[src/rtl/seq_det_pkg.sv]
// Shared types and helpers for the serial pattern detector.
// Holds the control-state encoding and the cfg_len width helper.
package seq_det_pkg;

    typedef enum logic {
        IDLE,
        RUN
    } det_state_t;

    // Bits needed to hold a length in 0..max_len.
    function automatic int len_w(input int max_len);
        return $clog2(max_len + 1);
    endfunction

endpackage

[src/rtl/seq_prefix_match.sv]
// Next-progress computation for the pattern detector (combinational).
// Ports: pattern/len (config), prog (current progress), history (newest
// accepted bit at [0]), new_bit; next_prog = longest matching prefix.
module seq_prefix_match
    import seq_det_pkg::*;
#(
    parameter int MAX_LEN = 8,
    localparam int LEN_W = len_w(MAX_LEN)
) (
    input  logic [MAX_LEN-1:0] pattern,
    input  logic [LEN_W-1:0]   len,
    input  logic [LEN_W-1:0]   prog,
    input  logic [MAX_LEN-1:0] history,
    input  logic               new_bit,
    output logic [LEN_W-1:0]   next_prog
);

    logic [MAX_LEN:0] sfx;
    logic [MAX_LEN:0] pat_ext;
    logic [MAX_LEN:0] one;
    logic [MAX_LEN:0] mask;
    logic [MAX_LEN:0] pref;
    int               lim;
    logic             found;

    assign sfx     = {history, new_bit};
    assign pat_ext = {1'b0, pattern};
    assign one     = {{MAX_LEN{1'b0}}, 1'b1};

    // A suffix longer than prog+1 cannot match: the bits before the
    // current progress were either cleared or already proven useless.
    always_comb begin
        next_prog = '0;
        found     = 1'b0;
        mask      = '0;
        pref      = '0;
        lim       = int'(prog) + 1;
        if (lim > int'(len)) begin
            lim = int'(len);
        end
        for (int k = MAX_LEN; k >= 1; k--) begin
            if (!found && k <= lim) begin
                // Prefix of length k sits at pattern[len-1 : len-k];
                // its last bit aligns with the newest history bit.
                mask = (one << k) - one;
                pref = pat_ext >> (int'(len) - k);
                if (((sfx ^ pref) & mask) == '0) begin
                    next_prog = LEN_W'(k);
                    found     = 1'b1;
                end
            end
        end
    end

endmodule

[src/rtl/seq_pattern_detector.sv]
// Programmable serial pattern detector with overlap select and counter.
// Ports: clk/reset, cfg_* load interface, in_valid/in_bit stream;
// armed, cfg_err, match (registered Moore), match_count (saturating).
module seq_pattern_detector
    import seq_det_pkg::*;
#(
    parameter int MAX_LEN = 8,
    parameter int CNT_W = 16,
    localparam int LEN_W = len_w(MAX_LEN)
) (
    input  logic               clk,
    input  logic               reset,
    input  logic               cfg_load,
    input  logic [MAX_LEN-1:0] cfg_pattern,
    input  logic [LEN_W-1:0]   cfg_len,
    input  logic               cfg_overlap,
    input  logic               in_valid,
    input  logic               in_bit,
    output logic               armed,
    output logic               cfg_err,
    output logic               match,
    output logic [CNT_W-1:0]   match_count
);

    det_state_t         state;
    det_state_t         state_nxt;
    logic [MAX_LEN-1:0] pat_q;
    logic [MAX_LEN-1:0] hist_q;
    logic [MAX_LEN:0]   hist_ext;
    logic [LEN_W-1:0]   len_q;
    logic [LEN_W-1:0]   prog_q;
    logic [LEN_W-1:0]   prog_nxt;
    logic               ovl_q;
    logic               len_ok;
    logic               accept;
    logic               hit;

    assign len_ok   = (cfg_len != '0) && (cfg_len <= LEN_W'(MAX_LEN));
    assign accept   = (state == RUN) && in_valid && !cfg_load;
    assign hit      = (prog_nxt == len_q);
    assign hist_ext = {hist_q, in_bit};
    assign armed    = (state == RUN);

    seq_prefix_match #(
        .MAX_LEN(MAX_LEN)
    ) u_pm (
        .pattern  (pat_q),
        .len      (len_q),
        .prog     (prog_q),
        .history  (hist_q),
        .new_bit  (in_bit),
        .next_prog(prog_nxt)
    );

    always_ff @(posedge clk or posedge reset) begin
        if (reset) begin
            state <= IDLE;
        end else begin
            state <= state_nxt;
        end
    end

    always_comb begin
        state_nxt = state;
        if (cfg_load) begin
            state_nxt = len_ok ? RUN : IDLE;
        end
    end

    always_ff @(posedge clk or posedge reset) begin
        if (reset) begin
            pat_q       <= '0;
            len_q       <= '0;
            ovl_q       <= 1'b0;
            hist_q      <= '0;
            prog_q      <= '0;
            match       <= 1'b0;
            match_count <= '0;
            cfg_err     <= 1'b0;
        end else if (cfg_load) begin
            // A load always wins over a bit arriving in the same cycle.
            pat_q       <= cfg_pattern;
            len_q       <= cfg_len;
            ovl_q       <= cfg_overlap;
            hist_q      <= '0;
            prog_q      <= '0;
            match       <= 1'b0;
            match_count <= '0;
            cfg_err     <= !len_ok;
        end else if (accept) begin
            match <= hit;
            if (hit) begin
                if (match_count != '1) begin
                    match_count <= match_count + 1'b1;
                end
                if (ovl_q) begin
                    hist_q <= hist_ext[MAX_LEN-1:0];
                    prog_q <= prog_nxt;
                end else begin
                    hist_q <= '0;
                    prog_q <= '0;
                end
            end else begin
                hist_q <= hist_ext[MAX_LEN-1:0];
                prog_q <= prog_nxt;
            end
        end else begin
            match <= 1'b0;
        end
    end

endmodule

[config.mk]
export PLATFORM = sky130hd
export DESIGN_NAME = seq_pattern_detector
export DESIGN_NICKNAME = d
export VERILOG_FILES = /design/src/rtl/seq_det_pkg.sv /design/src/rtl/seq_prefix_match.sv /design/src/rtl/seq_pattern_detector.sv
export SDC_FILE = /design/constraint.sdc
export NUM_CORES = 1
export LEC_CHECK = 0
export ABC_AREA = 1
export CAP_MARGIN = 15
export CORE_MARGIN = 2
export CORE_UTILIZATION = 45
export CTS_CLUSTER_SIZE = 16
export DETAILED_ROUTE_END_ITERATION = 10
export GPL_TIMING_DRIVEN = 0
export MAX_ROUTING_LAYER = met4
export SLEW_MARGIN = 10
export SYNTH_ARGS = -nofsm -noshare
export SYNTH_HDL_FRONTEND = slang
export SYNTH_HIERARCHICAL = 1
export SYNTH_SLANG_ARGS = --single-unit
export TNS_END_PERCENT = 20
[constraint.sdc]
create_clock -name clk -period 3.99 [get_ports clk]
set_input_delay 0.798 -clock clk [delete_from_list [all_inputs] [get_ports clk]]
set_output_delay 0.798 -clock clk [all_outputs]
set_load 0.1 [all_outputs]
==> results of run 1 <==
==> layout by cell type, fill, tap and decap left out, drive strengths merged <==
master,n
ha,16
nor2,65
or2,2
nand3b,6
xor2,11
a211oi,2
nor3b,3
o21a,1
o21ai,10
xnor2,4
clkinvlp,2
nand2,418
a21oi,15
buf,25
dfrtp,43
inv,70
clkdlybuf4s50,35
clkbuf,12
clkinv,2
o21bai,3
o211ai,1
nand3,119
nand4,12
==> registers in the layout, summed over array words and instances, names as in the netlist <==
register and cells:
armed 1, cfg_err 1, hist_q 7, len_q 4, match 1, match_count 16, ovl_q 1, pat_q 8
prog_q 4
==> power by group <==
| group | total, mW | leakage [nW] | switching (mW) | internal, mW |
|---|---|---|---|---|
| registers | 0.518 | 0.565 | 0.0472 | 0.471 |
| clock network | 0.303 | 0.0408 | 0.178 | 0.126 |
| logic | 1.50 | 2.36 | 0.982 | 0.516 |
==> metal layers <==
layer  global-route usage, %  vias up
met1                    40.2     2449
met2                    44.6      195
met3                    3.15       25
met4                    6.76        0
met5                       -        -
li1                        -     2695
==> critical path, delay by kind of cell (launching register included) <==
kind                       cells  cell delay (ns)
xor gates and xnor gates       1             0.16
DFF                            1             0.44
adders and majority gates      2             0.50
buffers and inverters          3             0.39
and+or+nand+nor               21             1.98
AOI/OAI and AO/OA              1             0.16
==> worst min path at each step <==
stage | depth (start not counted) | to | startpoint
floorplan | 2 | pat_q[0] | pat_q[0]
global route | 1 | cfg_err | cfg_err
finish | 1 | cfg_err | cfg_err
CTS | 1 | cfg_err | cfg_err
global placement | 1 | cfg_err | cfg_err
detailed placement | 1 | cfg_err | cfg_err
==> through the flow <==
stage | power, mW | hold WS (ns) | utilization [%] | setup WS [ns]
detailed placement | 1.73 | 0.470 | 50.9 | -0.493
finish | 2.32 | 0.495 | 54.3 | 0.266
floorplan | 1.39 | 0.464 | - | 0.649
global placement | 1.71 | 0.469 | 50.7 | -0.431
global route | 2.48 | 0.533 | 54.3 | 0.00841
CTS | 2.09 | 0.497 | 52.2 | 0.00402
==> cell type report <==
cell class                 count  area, µm²  share of cell area [%]
buffer                        18        113                    2.04
timing repair buffer          49        480                    8.72
tap                          136        170                    3.09
multi-input combinational    688       3300                    59.9
clock inverter                 3       23.8                   0.432
sequential                    43       1080                    19.6
clock buffer                   5       68.8                    1.25
inverter                      71        274                    4.98
==> what timing repair did <==
action	4_1_cts	5_1_grt
pin swaps	1	10
cloned	0	1
resized for setup	9	33
buffers inserted	2	11
setup endpoints to repair	26	28
==> metrics.txt, run 1 <==
vias in the first global route=4857; DR WL/cell=15.1 µm; worst reg2reg endpoint=match_count[14]; Final Critical Period=3.72 ns; RSZ-0062 raised after global routing=no; clock tree from TritonCTS=yes; Vias=5364; CTS Hold Buffers Added=0; Inst Count DP=991; largest stage delay on the critical path=0.44 ns; clk_lat worst skew=0.31 ns; Max Transition Viols Final=0; status=complete, no violations; core area=0.0101 mm²; Nets=910; drt first pass iters=5; die area=0.0111 mm²; RD Place Congestion=0.956; Setup Viol. Count Final=0; total power divided by cell area=421 mW/mm²; required time worst endpoint=4.19 ns; Crit-path slowest cell=dfrtp_2; number of diodes=0; Startpoint Class=flip-flop; syn nets=853; worst setup path endpoint=match_count[14]; die height=105 µm; I/O pin cnt=37; Final HPWL DP=11.7 mm; Initial Utilization=45.6%; WS Path Type=flip-flop to flip-flop; Slew @ Worst Pin=0.971 ns; crit share post-route=93.3%; P_leak=2.97 nW; Buffers on Ports=35; initial antenna violation count=0; layout cell share with drive strength beyond 1=10.9%; met2 routed WL=6.97 mm; initial DRC count=526; worst path arrival time=3.92 ns; clk buf depth=2; antenna viol nets, final=0; most used cell along the critical path=nand2_1; first-pass GRT wire length=24.7 mm; grt ovf=0; wire length on met1=7.09 mm; Layout area overhead=19.1%; R2R setup slack=0.27 ns; H-tree levels=2; Clock Sinks=43; number of buffers created by CTS=5; CP endpoint kind=flip-flop; Max-Cap Viols=0; Setup TNS=0 ns; die width=105 µm; Worst-path clk slew=0.10 ns; R2R Path Start=prog_q[0]; met3 WL=973 µm; Slew HR=35.1%; final wirelength=15.3 mm; top layer in use=met4; row count=37; Total Routing Usage GR=28.7%; worst r2r path cells=28; fmax=0.269 GHz; Worst VDD drop=0.294 mV; post-route cell area=0.00551 mm²; Clock Skew=0.00780 ns; fillers=1089; drt drc=0; min-delay worst type=flip-flop to flip-flop; CP startpoint=prog_q[0]; DP Area=0.00516 mm²; CP Max Fanout=10; Final Hold Fails=0; vias per cell=5.30; pin count of the biggest net entering global routing=38; Ys Warns=6; CTS root buf=clkbuf_8; Mapped Cells=819; syn avg cell area=5.65 µm²; mapped cell area=0.00462 mm²; Post-Layout Cell Count=1013
Note: power is estimated with default switching activity, not from simulation.
==> inputs of run 2 (changes only) <==
- ABC_CLOCK_PERIOD_IN_PS: unset -> 3990
- RECOVER_POWER: unset -> 25
==> metrics.txt, run 2 (same netlist as run 1, synthesis figures left out) <==
status=finished with violations; fmax=0.269 GHz (+0.11%); first-pass GRT wire length=24.7 mm (unchanged); number of buffers created by CTS=5 (unchanged); sw frac=52.1% (about the same); Final Critical Period=3.72 ns (-0.00395 ns); CP endpoint kind=flip-flop; initial antenna violation count=0 (unchanged); commonest non-fill, non-tap cell in the layout=nand2_1; Final HPWL DP=11.7 mm (unchanged); R2R Path Start=prog_q[0]; largest stage delay on the critical path=0.44 ns (about the same); vias in the first global route=4857 (unchanged); Gate power share=64.5% (about the same); Cell Int Power=1.11 mW (-0.19%); initial DRC count=526 (unchanged); final hold slack=0.495 ns (+0.0000210 ns); pre-CTS setup slack=-0.493 ns (unchanged); CP startpoint=prog_q[0]; Final Hold Fails=0 (unchanged); total power divided by cell area=422 mW/mm² (+0.15%); Final WS setup=0.270 ns (+0.00395 ns); hold depth=1 (unchanged); grt ovf=0 (unchanged); top layer in use=met4; final wirelength=15.3 mm (-0.14%); Total Routing Usage GR=28.7% (unchanged); Crit-path slowest cell=dfrtp_2; met2 routed WL=6.97 mm (about the same); Vias=5385 (+0.39%); Worst VDD drop=0.296 mV (+0.68%); R2R setup slack=0.27 ns (about the same); P_leak=2.96 nW (-0.23%); worst path arrival time=3.92 ns (about the same); Top reg by flops=match_count; CP Max Fanout=10 (unchanged); most frequent cells in the layout=nand2_1, nand3_1, inv_1; I/O pin cnt=37 (unchanged); Initial Utilization=45.6% (unchanged); Worst-path clk slew=0.10 ns (about the same); clock tree from TritonCTS=yes; failing checks=capacitance limit, slew limit; WS Path Type=flip-flop to flip-flop; Regs by FF count=match_count: 16 flops, pat_q: 8 flops, hist_q: 7 flops; H-tree levels=2 (unchanged); clock power share=13.1% (about the same); CTS root buf=clkbuf_8; Slew HR=-40.0% (-75 points); Startpoint Class=flip-flop; die height=105 µm (unchanged); die area=0.0111 mm² (unchanged); Clock Sinks=43 (unchanged); Layout area overhead=18.8%; P_sw=1.21 mW (about the same); RSZ-0062 raised after global routing=no; Max-Cap Viols=1 (+1); layout cell share with drive strength beyond 1=10.7% (-0.23 points); Max Transition Viols Final=38 (+38); DR WL/cell=15.1 µm (-0.14%); number of flip-flops in the largest register=16 (unchanged); number of diodes=0 (unchanged); met3 WL=995 µm (+2.3%); worst r2r path cells=28 (unchanged); Setup Viol. Count Final=0 (unchanged); antenna viol nets, final=0 (unchanged); Min-Delay Startpoint=cfg_err; Buffers on Ports=35 (unchanged); wire length on met1=7.07 mm (-0.35%); Slew @ Worst Pin=2.10 ns (+1.13 ns); required time worst endpoint=4.19 ns (about the same); core area=0.0101 mm² (unchanged); most used cell along the critical path=nand2_1; pin count of the biggest net entering global routing=38 (unchanged); row count=37 (unchanged); clk_lat worst skew=0.31 ns (about the same); Inst Count DP=991 (unchanged); sequential share of power=22.4% (about the same); drt first pass iters=5 (unchanged); Nets=910 (unchanged); die width=105 µm (unchanged); RD Place Congestion=0.956 (unchanged); min-delay worst type=flip-flop to flip-flop; drt drc=0 (unchanged); Clock Skew=0.00844 ns (+0.000638 ns); Post-Layout Cell Count=1013 (unchanged); clk buf depth=2 (unchanged); vias per cell=5.32 (+0.39%); crit share post-route=93.2% (-0.099 points)
## run 2: cell types whose count changed in the layout (fill, tap and decap cells not counted)
cell / previous run / this run
inv_2: 4 / 3
dlygate4sd3_1: 0 / 1
inv_1: 63 / 64
buf_12: 2 / 1
clkdlybuf4s50_1: 35 / 34
clkbuf_1: 6 / 7
## run 2: area by class of cell
class                      count  area (µm²)
clock buffer                   5        68.8
inverter                      71         274
clock inverter                 3        23.8
tap                          136         170
multi-input combinational    688        3300
timing repair buffer          49         464
fill                        1090        4650
sequential                    43        1080
buffer                        18         113
## run 2: repair_timing
action / in CTS / in global routing
resized for setup: 9 / 33
setup buffers: 2 / 11
pin swaps: 1 / 10
endpoints found under the setup margin: 26 / 28
hold buffers: 0 / 0
cloned: 0 / 1
## run 2: power groups by stage
stage / Sequential (mW) / Clock (mW) / Combinational (mW)
finish: 0.518 / 0.304 / 1.49
global route: 0.524 / 0.331 / 1.63
CTS: 0.520 / 0.317 / 1.26
detailed placement: 0.528 / 0 / 1.21
global placement: 0.527 / 0 / 1.18
floorplan: 0.620 / 0 / 0.773
## run 2: routing by layer
metal / GRT usage [%] / up-vias
li1: - / 2701
met1: 40.2 / 2486
met2: 44.6 / 179
met3: 3.15 / 19
met4: 6.76 / 0
met5: - / -
## run 2: final timing paths
kind                                         to
worst min register to register          cfg_err
min in group asynchronous              pat_q[4]
max in group asynchronous             prog_q[0]
worst max register to register  match_count[14]
worst min-delay path                    cfg_err
worst max-delay path            match_count[14]
## run 2: per-stage QoR
step | utilization, % | power (mW) | area, µm² | setup TNS, ns
after floorplan | - | 1.39 | 4620 | 0
after CTS | 52.2 | 2.09 | 5300 | 0
after detailed placement | 50.9 | 1.73 | 5160 | -11.05
final | 54.2 | 2.32 | 5490 | 0
after global placement | 50.7 | 1.71 | 5140 | -9.70
after global routing | 54.2 | 2.48 | 5490 | 0
## run 2: critical path, delay by kind of cell, from the launching register on
| family | cells | cell delay [ns] |
|---|---|---|
| XOR/XNOR | 1 | 0.16 |
| buffers and inverters | 3 | 0.39 |
| AO/OA/AOI/OAI | 1 | 0.16 |
| AND/OR/NAND/NOR | 21 | 1.96 |
| flip-flops | 1 | 0.44 |
| adder cells (fa/ha/maj) | 2 | 0.50 |
